## src/rtl/stopwatch_ctrl.sv

```systemverilog
// rtl/stopwatch_ctrl.sv - BCD stopwatch with start/stop/lap/clear control
//
// Counts tenths, seconds and minutes (00:00.0 .. 59:59.9) from the divider's
// 10 Hz square wave. Two pre-debounced buttons drive an IDLE/RUN/PAUSE/LAP FSM.
//
// Ports:
//   clk        system clock (same as the frequency divider)
//   rst        asynchronous active-high reset
//   tick_10    10 Hz square wave; each rising edge adds 0.1 s while running
//   btn_ss     start/stop button, acts on rising edge
//   btn_lc     lap/clear button, acts on rising edge
//   d_min_t    minutes tens digit   (0-5)
//   d_min_u    minutes units digit  (0-9)
//   d_sec_t    seconds tens digit   (0-5)
//   d_sec_u    seconds units digit  (0-9)
//   d_ds       tenths digit         (0-9)
//   running    high in RUN or LAP
//   lap_active high in LAP (display frozen on the lap register)
//   wrap       one-cycle pulse after rollover 59:59.9 -> 00:00.0
module stopwatch_ctrl #(
  parameter int SYNC_STAGES = 2
) (
  input  logic       clk,
  input  logic       rst,
  input  logic       tick_10,
  input  logic       btn_ss,
  input  logic       btn_lc,
  output logic [2:0] d_min_t,
  output logic [3:0] d_min_u,
  output logic [2:0] d_sec_t,
  output logic [3:0] d_sec_u,
  output logic [3:0] d_ds,
  output logic       running,
  output logic       lap_active,
  output logic       wrap
);

  typedef enum logic [1:0] {S_IDLE, S_RUN, S_PAUSE, S_LAP} state_t;

  // ---------------------------------------------------------------------------
  // Input conditioning
  // ---------------------------------------------------------------------------
  logic [SYNC_STAGES-1:0] tick_sync_q, ss_sync_q, lc_sync_q;
  logic [SYNC_STAGES-1:0] fill_q;
  logic                   tick_hist_q, ss_hist_q, lc_hist_q;
  logic                   tick_arm_q, ss_arm_q, lc_arm_q;
  logic                   tick_s, ss_s, lc_s, filled;
  logic                   tick_p, ss_p, lc_p;

  assign tick_s = tick_sync_q[SYNC_STAGES-1];
  assign ss_s   = ss_sync_q[SYNC_STAGES-1];
  assign lc_s   = lc_sync_q[SYNC_STAGES-1];

  // fill_q marks when the synchronizer outputs carry real input samples rather
  // than reset zeros. An edge detector is only armed once its input has been
  // genuinely observed low, so a level already high at reset release is ignored.
  assign filled = fill_q[SYNC_STAGES-1];

  assign tick_p = tick_s & ~tick_hist_q & tick_arm_q;
  assign ss_p   = ss_s   & ~ss_hist_q   & ss_arm_q;
  assign lc_p   = lc_s   & ~lc_hist_q   & lc_arm_q;

  always_ff @(posedge clk or posedge rst) begin
    if (rst) begin
      tick_sync_q <= '0;
      ss_sync_q   <= '0;
      lc_sync_q   <= '0;
      fill_q      <= '0;
      tick_hist_q <= 1'b0;
      ss_hist_q   <= 1'b0;
      lc_hist_q   <= 1'b0;
      tick_arm_q  <= 1'b0;
      ss_arm_q    <= 1'b0;
      lc_arm_q    <= 1'b0;
    end else begin
      tick_sync_q <= {tick_sync_q[SYNC_STAGES-2:0], tick_10};
      ss_sync_q   <= {ss_sync_q[SYNC_STAGES-2:0], btn_ss};
      lc_sync_q   <= {lc_sync_q[SYNC_STAGES-2:0], btn_lc};
      fill_q      <= {fill_q[SYNC_STAGES-2:0], 1'b1};
      tick_hist_q <= tick_s;
      ss_hist_q   <= ss_s;
      lc_hist_q   <= lc_s;
      if (filled && !tick_s) tick_arm_q <= 1'b1;
      if (filled && !ss_s)   ss_arm_q   <= 1'b1;
      if (filled && !lc_s)   lc_arm_q   <= 1'b1;
    end
  end

  // ---------------------------------------------------------------------------
  // Control FSM
  // ---------------------------------------------------------------------------
  state_t state_q, state_d;
  logic   lap_load, clr, count_en;

  always_ff @(posedge clk or posedge rst) begin
    if (rst) state_q <= S_IDLE;
    else     state_q <= state_d;
  end

  // ss_p always wins over lc_p when both arrive in the same cycle.
  always_comb begin
    state_d  = state_q;
    lap_load = 1'b0;
    clr      = 1'b0;
    case (state_q)
      S_IDLE: begin
        if (ss_p) state_d = S_RUN;
      end
      S_RUN: begin
        if (ss_p) begin
          state_d = S_PAUSE;
        end else if (lc_p) begin
          state_d  = S_LAP;
          lap_load = 1'b1;
        end
      end
      S_LAP: begin
        if (ss_p)      state_d = S_PAUSE;
        else if (lc_p) state_d = S_RUN;
      end
      S_PAUSE: begin
        if (ss_p) begin
          state_d = S_RUN;
        end else if (lc_p) begin
          state_d = S_IDLE;
          clr     = 1'b1;
        end
      end
      default: state_d = S_IDLE;
    endcase
  end

  // Counting follows the registered state, so a tick coinciding with
  // RUN->PAUSE still counts and one coinciding with PAUSE->RUN does not.
  assign count_en = tick_p && (state_q == S_RUN || state_q == S_LAP);

  // ---------------------------------------------------------------------------
  // Live BCD counter
  // ---------------------------------------------------------------------------
  logic [2:0] min_t_q, min_t_d, sec_t_q, sec_t_d;
  logic [3:0] min_u_q, min_u_d, sec_u_q, sec_u_d, ds_q, ds_d;
  logic       wrap_q, wrap_d;

  always_comb begin
    ds_d    = ds_q;
    sec_u_d = sec_u_q;
    sec_t_d = sec_t_q;
    min_u_d = min_u_q;
    min_t_d = min_t_q;
    wrap_d  = 1'b0;
    if (clr) begin
      ds_d    = '0;
      sec_u_d = '0;
      sec_t_d = '0;
      min_u_d = '0;
      min_t_d = '0;
    end else if (count_en) begin
      if (ds_q != 4'd9) begin
        ds_d = ds_q + 4'd1;
      end else begin
        ds_d = '0;
        if (sec_u_q != 4'd9) begin
          sec_u_d = sec_u_q + 4'd1;
        end else begin
          sec_u_d = '0;
          if (sec_t_q != 3'd5) begin
            sec_t_d = sec_t_q + 3'd1;
          end else begin
            sec_t_d = '0;
            if (min_u_q != 4'd9) begin
              min_u_d = min_u_q + 4'd1;
            end else begin
              min_u_d = '0;
              if (min_t_q != 3'd5) begin
                min_t_d = min_t_q + 3'd1;
              end else begin
                min_t_d = '0;
                wrap_d  = 1'b1;
              end
            end
          end
        end
      end
    end
  end

  always_ff @(posedge clk or posedge rst) begin
    if (rst) begin
      ds_q    <= '0;
      sec_u_q <= '0;
      sec_t_q <= '0;
      min_u_q <= '0;
      min_t_q <= '0;
      wrap_q  <= 1'b0;
    end else begin
      ds_q    <= ds_d;
      sec_u_q <= sec_u_d;
      sec_t_q <= sec_t_d;
      min_u_q <= min_u_d;
      min_t_q <= min_t_d;
      wrap_q  <= wrap_d;
    end
  end

  // ---------------------------------------------------------------------------
  // Lap register: captures the pre-increment live value on RUN->LAP
  // ---------------------------------------------------------------------------
  logic [2:0] lap_min_t_q, lap_sec_t_q;
  logic [3:0] lap_min_u_q, lap_sec_u_q, lap_ds_q;

  always_ff @(posedge clk or posedge rst) begin
    if (rst) begin
      lap_ds_q    <= '0;
      lap_sec_u_q <= '0;
      lap_sec_t_q <= '0;
      lap_min_u_q <= '0;
      lap_min_t_q <= '0;
    end else if (clr) begin
      lap_ds_q    <= '0;
      lap_sec_u_q <= '0;
      lap_sec_t_q <= '0;
      lap_min_u_q <= '0;
      lap_min_t_q <= '0;
    end else if (lap_load) begin
      lap_ds_q    <= ds_q;
      lap_sec_u_q <= sec_u_q;
      lap_sec_t_q <= sec_t_q;
      lap_min_u_q <= min_u_q;
      lap_min_t_q <= min_t_q;
    end
  end

  // ---------------------------------------------------------------------------
  // Outputs
  // ---------------------------------------------------------------------------
  assign running    = (state_q == S_RUN) || (state_q == S_LAP);
  assign lap_active = (state_q == S_LAP);
  assign wrap       = wrap_q;

  assign d_min_t = lap_active ? lap_min_t_q : min_t_q;
  assign d_min_u = lap_active ? lap_min_u_q : min_u_q;
  assign d_sec_t = lap_active ? lap_sec_t_q : sec_t_q;
  assign d_sec_u = lap_active ? lap_sec_u_q : sec_u_q;
  assign d_ds    = lap_active ? lap_ds_q    : ds_q;

endmodule

```

## config.mk

```make
export PLATFORM = sky130hd
export DESIGN_NAME = stopwatch_ctrl
export DESIGN_NICKNAME = d
export VERILOG_FILES = /design/src/rtl/stopwatch_ctrl.sv
export SDC_FILE = /design/constraint.sdc
export NUM_CORES = 1
export LEC_CHECK = 0
export BUFFER_PORTS_ARGS = -buffer_cell sky130_fd_sc_hd__buf_2
export CAP_MARGIN = 40
export CORE_ASPECT_RATIO = 1.5
export CORE_MARGIN = 1
export CORE_UTILIZATION = 50
export DETAILED_ROUTE_END_ITERATION = 10
export PLACE_DENSITY = 0.77
export SETUP_SLACK_MARGIN = 0.02
export SLEW_MARGIN = 20
export SYNTH_ARGS = -nofsm -noshare
export SYNTH_HDL_FRONTEND = slang
export SYNTH_SLANG_ARGS = --single-unit
export TNS_END_PERCENT = 5
```

## constraint.sdc

```tcl
create_clock -name clk -period 5.35 [get_ports clk]
set_clock_uncertainty 0.2 [all_clocks]
set_input_delay 0.2675 -clock clk [delete_from_list [all_inputs] [get_ports clk]]
set_output_delay 0.2675 -clock clk [all_outputs]
set_load 0.03 [all_outputs]
```

==> results of run 1 <==
-- stage by stage --
step	power (mW)	instances	util, %
after floorplan	0.6636	215	-
after global placement	0.7093	295	56.86
after detailed placement	0.7178	296	57.29
after CTS	0.9448	307	60.03
after global routing	0.9863	307	60.03
final	0.9369	307	60.03
-- cell type report --
type / instances / area, um2 / area share [%]
multi-input combinational: 142 / 1045 / 37.70
timing repair buffer: 32 / 200.2 / 7.223
clock buffer: 7 / 86.33 / 3.115
sequential: 53 / 1326 / 47.86
inverter: 9 / 33.78 / 1.219
tap: 64 / 80.08 / 2.889
-- cells in the final DEF (no fill, tap or decap), types with 7 or more instances in the layout --
master	count
a22o_1	18
inv_1	7
nand2_1	17
buf_2	25
dfrtp_1	53
mux2_2	15
o21ai_0	10
nor2_1	14
a21oi_1	9
-- worst paths after layout --
check / from / slack [ns] / endpoint
setup / recovery: state_q[0] / 2.54 / d_ds[1]
hold / removal: fill_q[0] / 0.15 / fill_q[1]
setup reg to reg: ds_q[1] / 2.96 / min_t_q[2]
hold reg to reg: fill_q[0] / 0.15 / fill_q[1]
max in group asynchronous: rst / 4.11 / lap_sec_u_q[2]
min in group asynchronous: rst / 0.32 / ss_sync_q[0]
-- report_power, final --
group	internal, mW	total [mW]	switching (mW)
Combinational	0.0860	0.231	0.145
Sequential	0.434	0.479	0.0449
Clock	0.103	0.226	0.123
Total	0.623	0.937	0.314
-- state kept, by name (all words and copies together), names as in the netlist, 4 cells and up --
| signal | count |
|---|---|
| sec_u_q | 4 |
| lap_ds_q | 4 |
| lap_sec_u_q | 4 |
| ds_q | 4 |
| lap_min_u_q | 4 |
| min_u_q | 4 |
-- worst register-to-register path, delay by kind of cell (launching register included) --
family	cells	cell delay [ns]
DFF	1	0.42
buffers and inverters	1	0.11
adders and majority gates	1	0.21
and+or+nand+nor	3	1.22
AOI/OAI and AO/OA	1	0.16
-- routing by layer --
metal / global-route usage [%] / wire length [um] / vias up / part of all wire, %
met5: 0 / 0 / - / 0
met2: 32.95 / 2287 / 36 / 50
met3: 4.136 / 132 / 8 / 2.9
met4: 8.658 / 98 / 0 / 2.1
met1: 25.55 / 2060 / 904 / 45
li1: - / - / 821 / -
-- kinds of logic after synthesis --
group           count (synthesis)  synth area share (%)
simple gates                   67                 16.36
flops                          53                 54.19
compound gates                 46                 13.24
buf+inv                        20                 3.374
mux                            19                 8.538
fa+ha+maj                       6                 3.067
xor+xnor                        3                 1.074
other cells                     1                0.1532
-- timing repair --
action                     in CTS  in global routing
hold endpoints to repair       24                  0
setup endpoints to repair       0                  0
hold buffers                    4                  0
==> reports/results.ini, run 1 <==
[power]
pwr_density_cell_mw_per_mm2 = 338.0
p_leak_nw = 1.322
peakVddDrop_mv = 0.1599

[yosys]
synth_top_area_share_pct = 54.19
synth_edf_count = 0
ys_seq_elements = 53
synth_top_area_cell = dfrtp_1
avgSynthCellArea_um2 = 11.38
synth-async-reset-ratio_pct = 100.0
yosysMostFrequentCell = dfrtp_1
synthTopCellsByCount = dfrtp_1 (53), a22o_1 (18), nand2_1 (17), mux2_2 (15), nor2_1 (14)
yosysWarningCount = 0
netlist_instances = 215
synthTopCellsByArea = dfrtp_1 (54%), mux2_2 (6.9%), a22o_1 (6.4%)
syn-cell-area_mm2 = 0.002447
syn_nets = 226
synthFlopType = dfrtp_1
yosys.cell_types.count = 43
seq_area_frac_synth_pct = 54.19

[placement]
dpl_cell_area_mm2 = 0.002645
dp_hpwl_um = 3122
pre_cts_ws_ns = 2.884
gp_congestion = 0.8034
numPortBuffers = 25

[cts]
cts_tree = built
cts_buffer_depth = 2
path_clk_slew_ns = 0.08
clk_latency_ns = 0.31
cts_repair_resize_count = 0
cts_buffers = 5
postCtsSetupRepairBufs = 0
ctsRootBufferMaster = clkbuf_8
h-tree-depth = 2
clkSinkCount = 53

[sta]
hold_violations = 0
hold-worst-slack_ns = 0.1521
slew_headroom_pct = 49.24
period_share_pct = 52.57
rsz0062_at_grt = false
finalCriticalPeriod_ns = 2.813
tns_ns = 0
max_freq_mhz = 355.6
worstMarginPinSlew_ns = 0.7614
finalMaxSlewViolations = 0
setup_violations = 0
fin_ws_ns = 2.537

[critical_path]
worst-path-buf-inv = 2
critPathCaptureType = primary output
cp_data_required_time_ns = 4.88
critPathMaxStageDelay_ns = 0.58
path_cells = nand2_1, clkinv_1, o21ai_0, buf_2
ff2ff_path_depth = 6
worst_ep_arrival_time_ns = 2.35
cp-start-kind = register
path_delay_family = buffers and inverters
critPathSlowestCell = nand2_1
cp.depth = 4
crit_fanout = 15
path_class = register to primary output

[floorplanning]
core-area_mm2 = 0.004617
num_rows = 30
start_util_pct = 53.01
die_area_mm2 = 0.005184
die_x_um = 59.13
die_h_um = 87.69
num_io_pins = 26

[run]
drv_cap = 0

[final_layout]
drive_above_1_share_pct = 23.87
diodes = 0
nFillCells = 394
fin_area_mm2 = 0.002771
area_growth_pct = 13.24
layout.nets = 254

[run_status]
outcome = finished, final reports clean

[routing]
via_per_inst = 5.762
drtIter0Drc = 74
drtAntennaViolNets = 0
vias = 1769
route.detailed.drc = 0
wl_per_cell_um = 14.92
first_pass_iters = 4
wl_um = 4579

[grt]
overflow = 0
antenna_found_initial = 0
grt_max_degree = 33
grt_pass1_wl_um = 7893
grt_usage_pct = 20.11
grt_pass1_vias = 1700

[hold_path]
holdPathStages = 0
min_path_type = register to register

Note: power is estimated with default switching activity, not from simulation.
==> run 2, diff against run 1 <==
==> constraint.sdc (replaced) <==
create_clock -name clk -period 2.85 [get_ports clk]
set_clock_uncertainty 0.2 [all_clocks]
set_input_delay 0.1425 -clock clk [delete_from_list [all_inputs] [get_ports clk]]
set_output_delay 0.1425 -clock clk [all_outputs]
set_load 0.03 [all_outputs]
==> run 2 against run 1 <==
Non-clock buffer count increased by 2. Design area increased by 0.14%. Sequential power increased by 88%. Core utilization is 0.081 points higher. Clock-buffer cell count decreased by 1. Combinational power rose by 95%. Sequential share of layout area is 0.065 points lower. Critical path depth did not move. Cell count increased by 0.98%. Critical path type unchanged. Largest cell class unchanged.
==> reports/results.ini, run 2 (synthesis results as in run 1) <==
[sta]
hold_violations = 0  ; unchanged
period_share_pct = 85.62
slew_headroom_pct = 40.69  ; was 49.24%
hold-worst-slack_ns = 0.1547  ; was 0.1521 ns
finalMaxSlewViolations = 0  ; unchanged
rsz0062_at_grt = false  ; unchanged
setup_violations = 0  ; unchanged
max_freq_mhz = 409.8
worstMarginPinSlew_ns = 0.8770  ; was 0.7614 ns
finalCriticalPeriod_ns = 2.440
fin_ws_ns = 0.4098  ; was 2.537 ns
tns_ns = 0  ; unchanged

[grt]
overflow = 0  ; unchanged
grt_max_degree = 54  ; was 33
grt_pass1_wl_um = 7748  ; was 7893 um
grt_pass1_vias = 1695  ; was 1700
grt_usage_pct = 20.24  ; was 20.11%
antenna_found_initial = 0  ; unchanged

[floorplanning]
die_h_um = 87.69  ; unchanged
num_io_pins = 26  ; unchanged
start_util_pct = 53.01  ; unchanged
die_x_um = 59.13  ; unchanged
num_rows = 30  ; unchanged
core-area_mm2 = 0.004617  ; unchanged
die_area_mm2 = 0.005184  ; unchanged

[cts]
h-tree-depth = 2  ; unchanged
clkSinkCount = 53  ; unchanged
clk_latency_ns = 0.30  ; was 0.31 ns
postCtsSetupRepairBufs = 0  ; unchanged
cts_buffers = 5  ; unchanged
hold_buffers = 4  ; unchanged
ctsRootBufferMaster = clkbuf_8  ; unchanged
cts_tree = built  ; unchanged
cts_buffer_depth = 2  ; unchanged
path_clk_slew_ns = 0.09  ; was 0.08 ns
cts_repair_resize_count = 0  ; unchanged

[power]
peakVddDrop_mv = 0.3539  ; was 0.1599 mV
p_comb_share_pct = 25.6  ; was 24.7%
seqPwrFrac_pct = 51.2  ; was 51.1%
pwr_density_cell_mw_per_mm2 = 632.8  ; was 338.0 mW/mm2
swShare_pct = 34.20  ; was 33.49%
switchingPower_mw = 0.6006  ; was 0.3138 mW
p_total_mw = 1.756  ; was 0.9369 mW
internal_power_mw = 1.156  ; was 0.6231 mW
clkPwrFrac_pct = 23.2  ; was 24.2%
p_leak_nw = 1.320  ; was 1.322 nW

[final_layout]
layout.nets = 256  ; was 254
diodes = 0  ; unchanged
drive_above_1_share_pct = 24.80  ; was 23.87%
layout_commonest_cell = dfrtp_1  ; unchanged
layout_common_cells = dfrtp_1 (53), buf_2 (25), a22o_1 (18)  ; unchanged
regArea_mm2 = 0.001326  ; unchanged
area_growth_pct = 13.39  ; was 13.24%
multiInputGateArea_mm2 = 0.001045  ; unchanged
nFillCells = 393  ; was 394

[hold_path]
min_to = fill_q[1]  ; unchanged
min_path_type = register to register  ; unchanged
holdCritStartpoint = fill_q[0]  ; unchanged
holdPathStages = 0  ; unchanged

[routing]
first_pass_iters = 4  ; unchanged
drtAntennaViolNets = 0  ; unchanged
wl_per_cell_um = 15.41  ; was 14.92 um
drtIter0Drc = 95  ; was 74
route.detailed.drc = 0  ; unchanged
via_per_inst = 5.610  ; was 5.762
wl_um = 4777  ; was 4579 um
vias = 1739  ; was 1769

[critical_path]
cp_data_required_time_ns = 2.51  ; was 4.88 ns
r2r-start = ds_q[1]  ; unchanged
startpoint = state_q[0]  ; unchanged
cp-start-kind = register  ; unchanged
reg2reg_slack_ns = 0.47  ; was 2.96 ns
ff2ff_path_depth = 6  ; unchanged
crit_fanout = 9  ; was 15
critPathSlowestCell = dfrtp_1  ; was nand2_1
path_cells = nand2_1, clkinv_1, o21ai_0, buf_2  ; unchanged
path_class = register to primary output  ; unchanged
worst_ep_arrival_time_ns = 2.10  ; was 2.35 ns
r2r_end = min_t_q[1]  ; was min_t_q[2]
critPathCaptureType = primary output  ; unchanged
critPathMaxStageDelay_ns = 0.52  ; was 0.58 ns

[run_status]
outcome = finished, final reports clean  ; unchanged

[placement]
gp_congestion = 0.8059  ; was 0.8034
numPortBuffers = 25  ; unchanged
dp_hpwl_um = 3353  ; was 3122 um
pre_cts_ws_ns = 0.4824  ; was 2.884 ns

[run]
drv_cap = 0  ; unchanged

-- run 2: layout make-up --
| type | count | area share [%] |
|---|---|---|
| tap | 64 | 2.885 |
| sequential | 53 | 47.79 |
| inverter | 9 | 1.217 |
| timing repair buffer | 34 | 7.304 |
| multi-input combinational | 142 | 37.65 |
| clock buffer | 6 | 2.615 |
| clock inverter | 2 | 0.5410 |
-- run 2: power groups by stage --
stage | Combinational, mW | Sequential (mW) | Clock [mW]
after floorplan | 0.375 | 0.871 | 0
after global placement | 0.440 | 0.905 | 0
after detailed placement | 0.451 | 0.914 | 0
after CTS | 0.457 | 0.899 | 0.422
after global routing | 0.489 | 0.909 | 0.445
final | 0.450 | 0.899 | 0.407
-- run 2: layer usage --
metal  GRT usage (%)  part of all wire (%)  up-vias
met3           3.102                   3.1       23
met1           24.44                    41      840
li1                -                     -      832
met5               0                     0        -
met4           13.85                   5.1        0
met2           32.85                    50       44
-- run 2: how the worst max path moves through the flow --
| stage | to | slack, ns |
|---|---|---|
| 2_1_floorplan | min_t_q[2] | 0.65 |
| 3_3_place_gp | min_t_q[2] | 0.60 |
| 3_5_place_dp | min_t_q[1] | 0.48 |
| 4_1_cts | d_min_t[1] | 0.41 |
| 5_1_grt | d_ds[1] | 0.29 |
| 6_report | d_min_t[1] | 0.41 |
-- run 2: per-stage QoR --
step | utilization [%] | instances | cell area, um2
after global routing | 60.11 | 310 | 2775
final | 60.11 | 310 | 2775
after CTS | 60.11 | 310 | 2775
after detailed placement | 57.34 | 298 | 2648
after floorplan | - | 215 | 2447
after global placement | 57.34 | 298 | 2648
-- run 2: critical path: cells and delay by family (launching register included) --
kind,cells,cell delay (ns)
buffers and inverters,2,0.62
DFF,1,0.52
AOI/OAI and AO/OA,1,0.30
and+or+nand+nor,1,0.36
==> run 3, diff against run 2 <==
--- a/config.mk
+++ b/config.mk
@@ -11,7 +11,7 @@
 export CORE_MARGIN = 1
 export CORE_UTILIZATION = 50
 export DETAILED_ROUTE_END_ITERATION = 10
-export PLACE_DENSITY = 0.77
+export PLACE_DENSITY = 0.79
 export SETUP_SLACK_MARGIN = 0.02
 export SLEW_MARGIN = 20
 export SYNTH_ARGS = -nofsm -noshare
==> constraint.sdc (replaced) <==
create_clock -name clk -period 2.2 [get_ports clk]
set_clock_uncertainty 0.2 [all_clocks]
set_input_delay 0.11 -clock clk [delete_from_list [all_inputs] [get_ports clk]]
set_output_delay 0.11 -clock clk [all_outputs]
set_load 0.03 [all_outputs]
==> run 3 against run 2 <==
Combinational power increased by 65%. Die area unchanged. Critical path depth increased by 2. First-iteration DRC count decreased by 38%. Design area increased by 7.2%. Worst setup slack got worse by 0.34 ns. Wire length increased by 2.9%. Non-clock buffer count increased by 16. Clock-buffer cell count increased by 1. Hold slack got worse by 0.0017 ns. Highest routed layer unchanged.
==> reports/results.ini, run 3 (synthesis results as in run 1) <==
[hold_path]
holdCritStartpoint = fill_q[0]  ; unchanged
holdPathStages = 0  ; unchanged
min_path_type = register to register  ; unchanged

[critical_path]
reg2reg_slack_ns = 0.07  ; was 0.47 ns
critPathMaxStageDelay_ns = 0.52  ; about the same
critPathSlowestCell = or4_4  ; was dfrtp_1
path_delay_family = simple AND/OR/NAND/NOR gates  ; was buffers and inverters
r2r-start = ds_q[1]  ; unchanged
startpoint = ds_q[1]  ; was state_q[0]
crit_fanout = 4  ; was 9
worst_ep_arrival_time_ns = 2.16  ; was 2.10 ns
path_cells = inv_2, ha_4, nand3b_4, or4_4, or4_1, a21oi_1  ; was nand2_1, clkinv_1, o21ai_0, buf_2
ff2ff_path_depth = 6  ; unchanged
worst-path-buf-inv = 1  ; was 2
cp.depth = 6  ; was 4
cp_data_required_time_ns = 2.23  ; was 2.51 ns
path_class = register to register  ; was register to primary output
critPathCaptureType = register  ; was primary output
cp-start-kind = register  ; unchanged

[floorplanning]
start_util_pct = 53.01  ; unchanged
num_io_pins = 26  ; unchanged
die_area_mm2 = 0.005184  ; unchanged
core-area_mm2 = 0.004617  ; unchanged
die_h_um = 87.69  ; unchanged
num_rows = 30  ; unchanged
die_x_um = 59.13  ; unchanged

[routing]
vias = 1782  ; was 1739
first_pass_iters = 4  ; unchanged
via_per_inst = 5.466  ; was 5.610
wl_um = 4914  ; was 4777 um
drtAntennaViolNets = 0  ; unchanged
wl_per_cell_um = 15.07  ; was 15.41 um
drtIter0Drc = 59  ; was 95
route.detailed.drc = 0  ; unchanged

[cts]
h-tree-depth = 2  ; unchanged
ctsRootBufferMaster = clkbuf_8  ; unchanged
cts_tree = built  ; unchanged
clk_latency_ns = 0.30  ; about the same
clkSinkCount = 53  ; unchanged
cts_buffer_depth = 2  ; unchanged
path_clk_slew_ns = 0.09  ; about the same
cts_buffers = 5  ; unchanged

[power]
pwr_density_cell_mw_per_mm2 = 855.0  ; was 632.8 mW/mm2
p_leak_nw = 1.456  ; was 1.320 nW
peakVddDrop_mv = 0.4554  ; was 0.3539 mV

[final_layout]
layout.nets = 272  ; was 256
drive_above_1_share_pct = 32.06  ; was 24.80%
area_growth_pct = 21.57  ; was 13.39%
diodes = 0  ; unchanged
layout_common_cells = dfrtp_1 (53), buf_2 (25), buf_4 (20)  ; was dfrtp_1 (53), buf_2 (25), a22o_1 (18)
fin_area_mm2 = 0.002975  ; was 0.002775 mm2
fin_cells = 326  ; was 310
layout_commonest_cell = dfrtp_1  ; unchanged

[grt]
grt_usage_pct = 21.06  ; was 20.24%
grt_pass1_wl_um = 8231  ; was 7748 um
grt_max_degree = 30  ; was 54
antenna_found_initial = 0  ; unchanged
grt_pass1_vias = 1748  ; was 1695
overflow = 0  ; unchanged

[sta]
worstMarginPinSlew_ns = 0.6024  ; was 0.8770 ns
period_share_pct = 96.83
hold_violations = 0  ; unchanged
fin_ws_ns = 0.06973  ; was 0.4098 ns
finalCriticalPeriod_ns = 2.130
finalMaxSlewViolations = 0  ; unchanged
slew_headroom_pct = 59.78  ; was 40.69%
max_freq_mhz = 469.4
rsz0062_at_grt = true  ; was false
setup_violations = 0  ; unchanged

[placement]
gp_congestion = 0.8553  ; was 0.8059
pre_cts_ws_ns = 0.03668  ; was 0.4824 ns
dp_hpwl_um = 3350  ; was 3353 um
numPortBuffers = 25  ; unchanged
dp.cells = 313  ; was 298
dpl_cell_area_mm2 = 0.002784  ; was 0.002648 mm2

[run_status]
outcome = finished, final reports clean  ; unchanged

[run]
drv_cap = 0  ; unchanged

run 3: changes by cell type in the layout (fill, tap and decap cells not counted), moves of 2 or more:
cell	before	now
ha_4	0	2
inv_1	7	5
ha_1	6	4
inv_2	1	3
clkinvlp_4	2	0
buf_4	5	20
run 3: area by class of cell:
cell class,count,area [um2]
Inverter,9,35.03
Sequential cell,53,1326
Tap cell,64,80.08
Fill cell,379,1642
Clock buffer,7,86.33
Multi-Input combinational cell,142,1082
Timing Repair Buffer,50,335.3
Clock inverter,1,30.03
run 3: through the flow:
step	hold WS, ns	utilization (%)	TNS, ns	power, mW
global route	0.1752	64.44	-0.01158	2.668
global placement	0.007045	60.30	0	1.844
finish	0.1530	64.44	0	2.544
CTS	0.1569	63.71	0	2.528
floorplan	-0.05857	-	0	1.626
detailed placement	0.01629	60.30	0	1.856
run 3: layer usage:
metal	track usage (%)	routed length (um)
met1	28.32	2219
met2	34.19	2502
met3	3.250	106
met4	8.009	86
met5	0	0
run 3: power breakdown:
group          internal [mW]  total (mW)  switching, mW
combinational          0.315       0.744          0.429
sequential              1.06        1.13         0.0776
clock                  0.371       0.666          0.295
run 3: worst paths after layout:
kind,endpoint
worst min register to register,fill_q[1]
max in group asynchronous,lap_min_u_q[1]
worst max-delay path,min_t_q[2]
worst min-delay path,fill_q[1]
min in group asynchronous,lc_hist_q
worst max register to register,min_t_q[2]
run 3: timing repair:
item,4_1_cts,5_1_grt
hold buffers,4,0
resized for setup,1,7
gates cloned,0,0
endpoints found under the hold margin,30,0
pin swaps,0,3
buffers inserted,0,1
setup endpoints to repair,6,20
run 3: worst register-to-register path, delay by kind of cell, from the launching register on:
kind                       cells  cell delay [ns]
DFF                            1             0.39
AOI/OAI and AO/OA              1             0.15
adders and majority gates      1             0.15
and+or+nand+nor                3             1.07
buffers and inverters          1             0.09
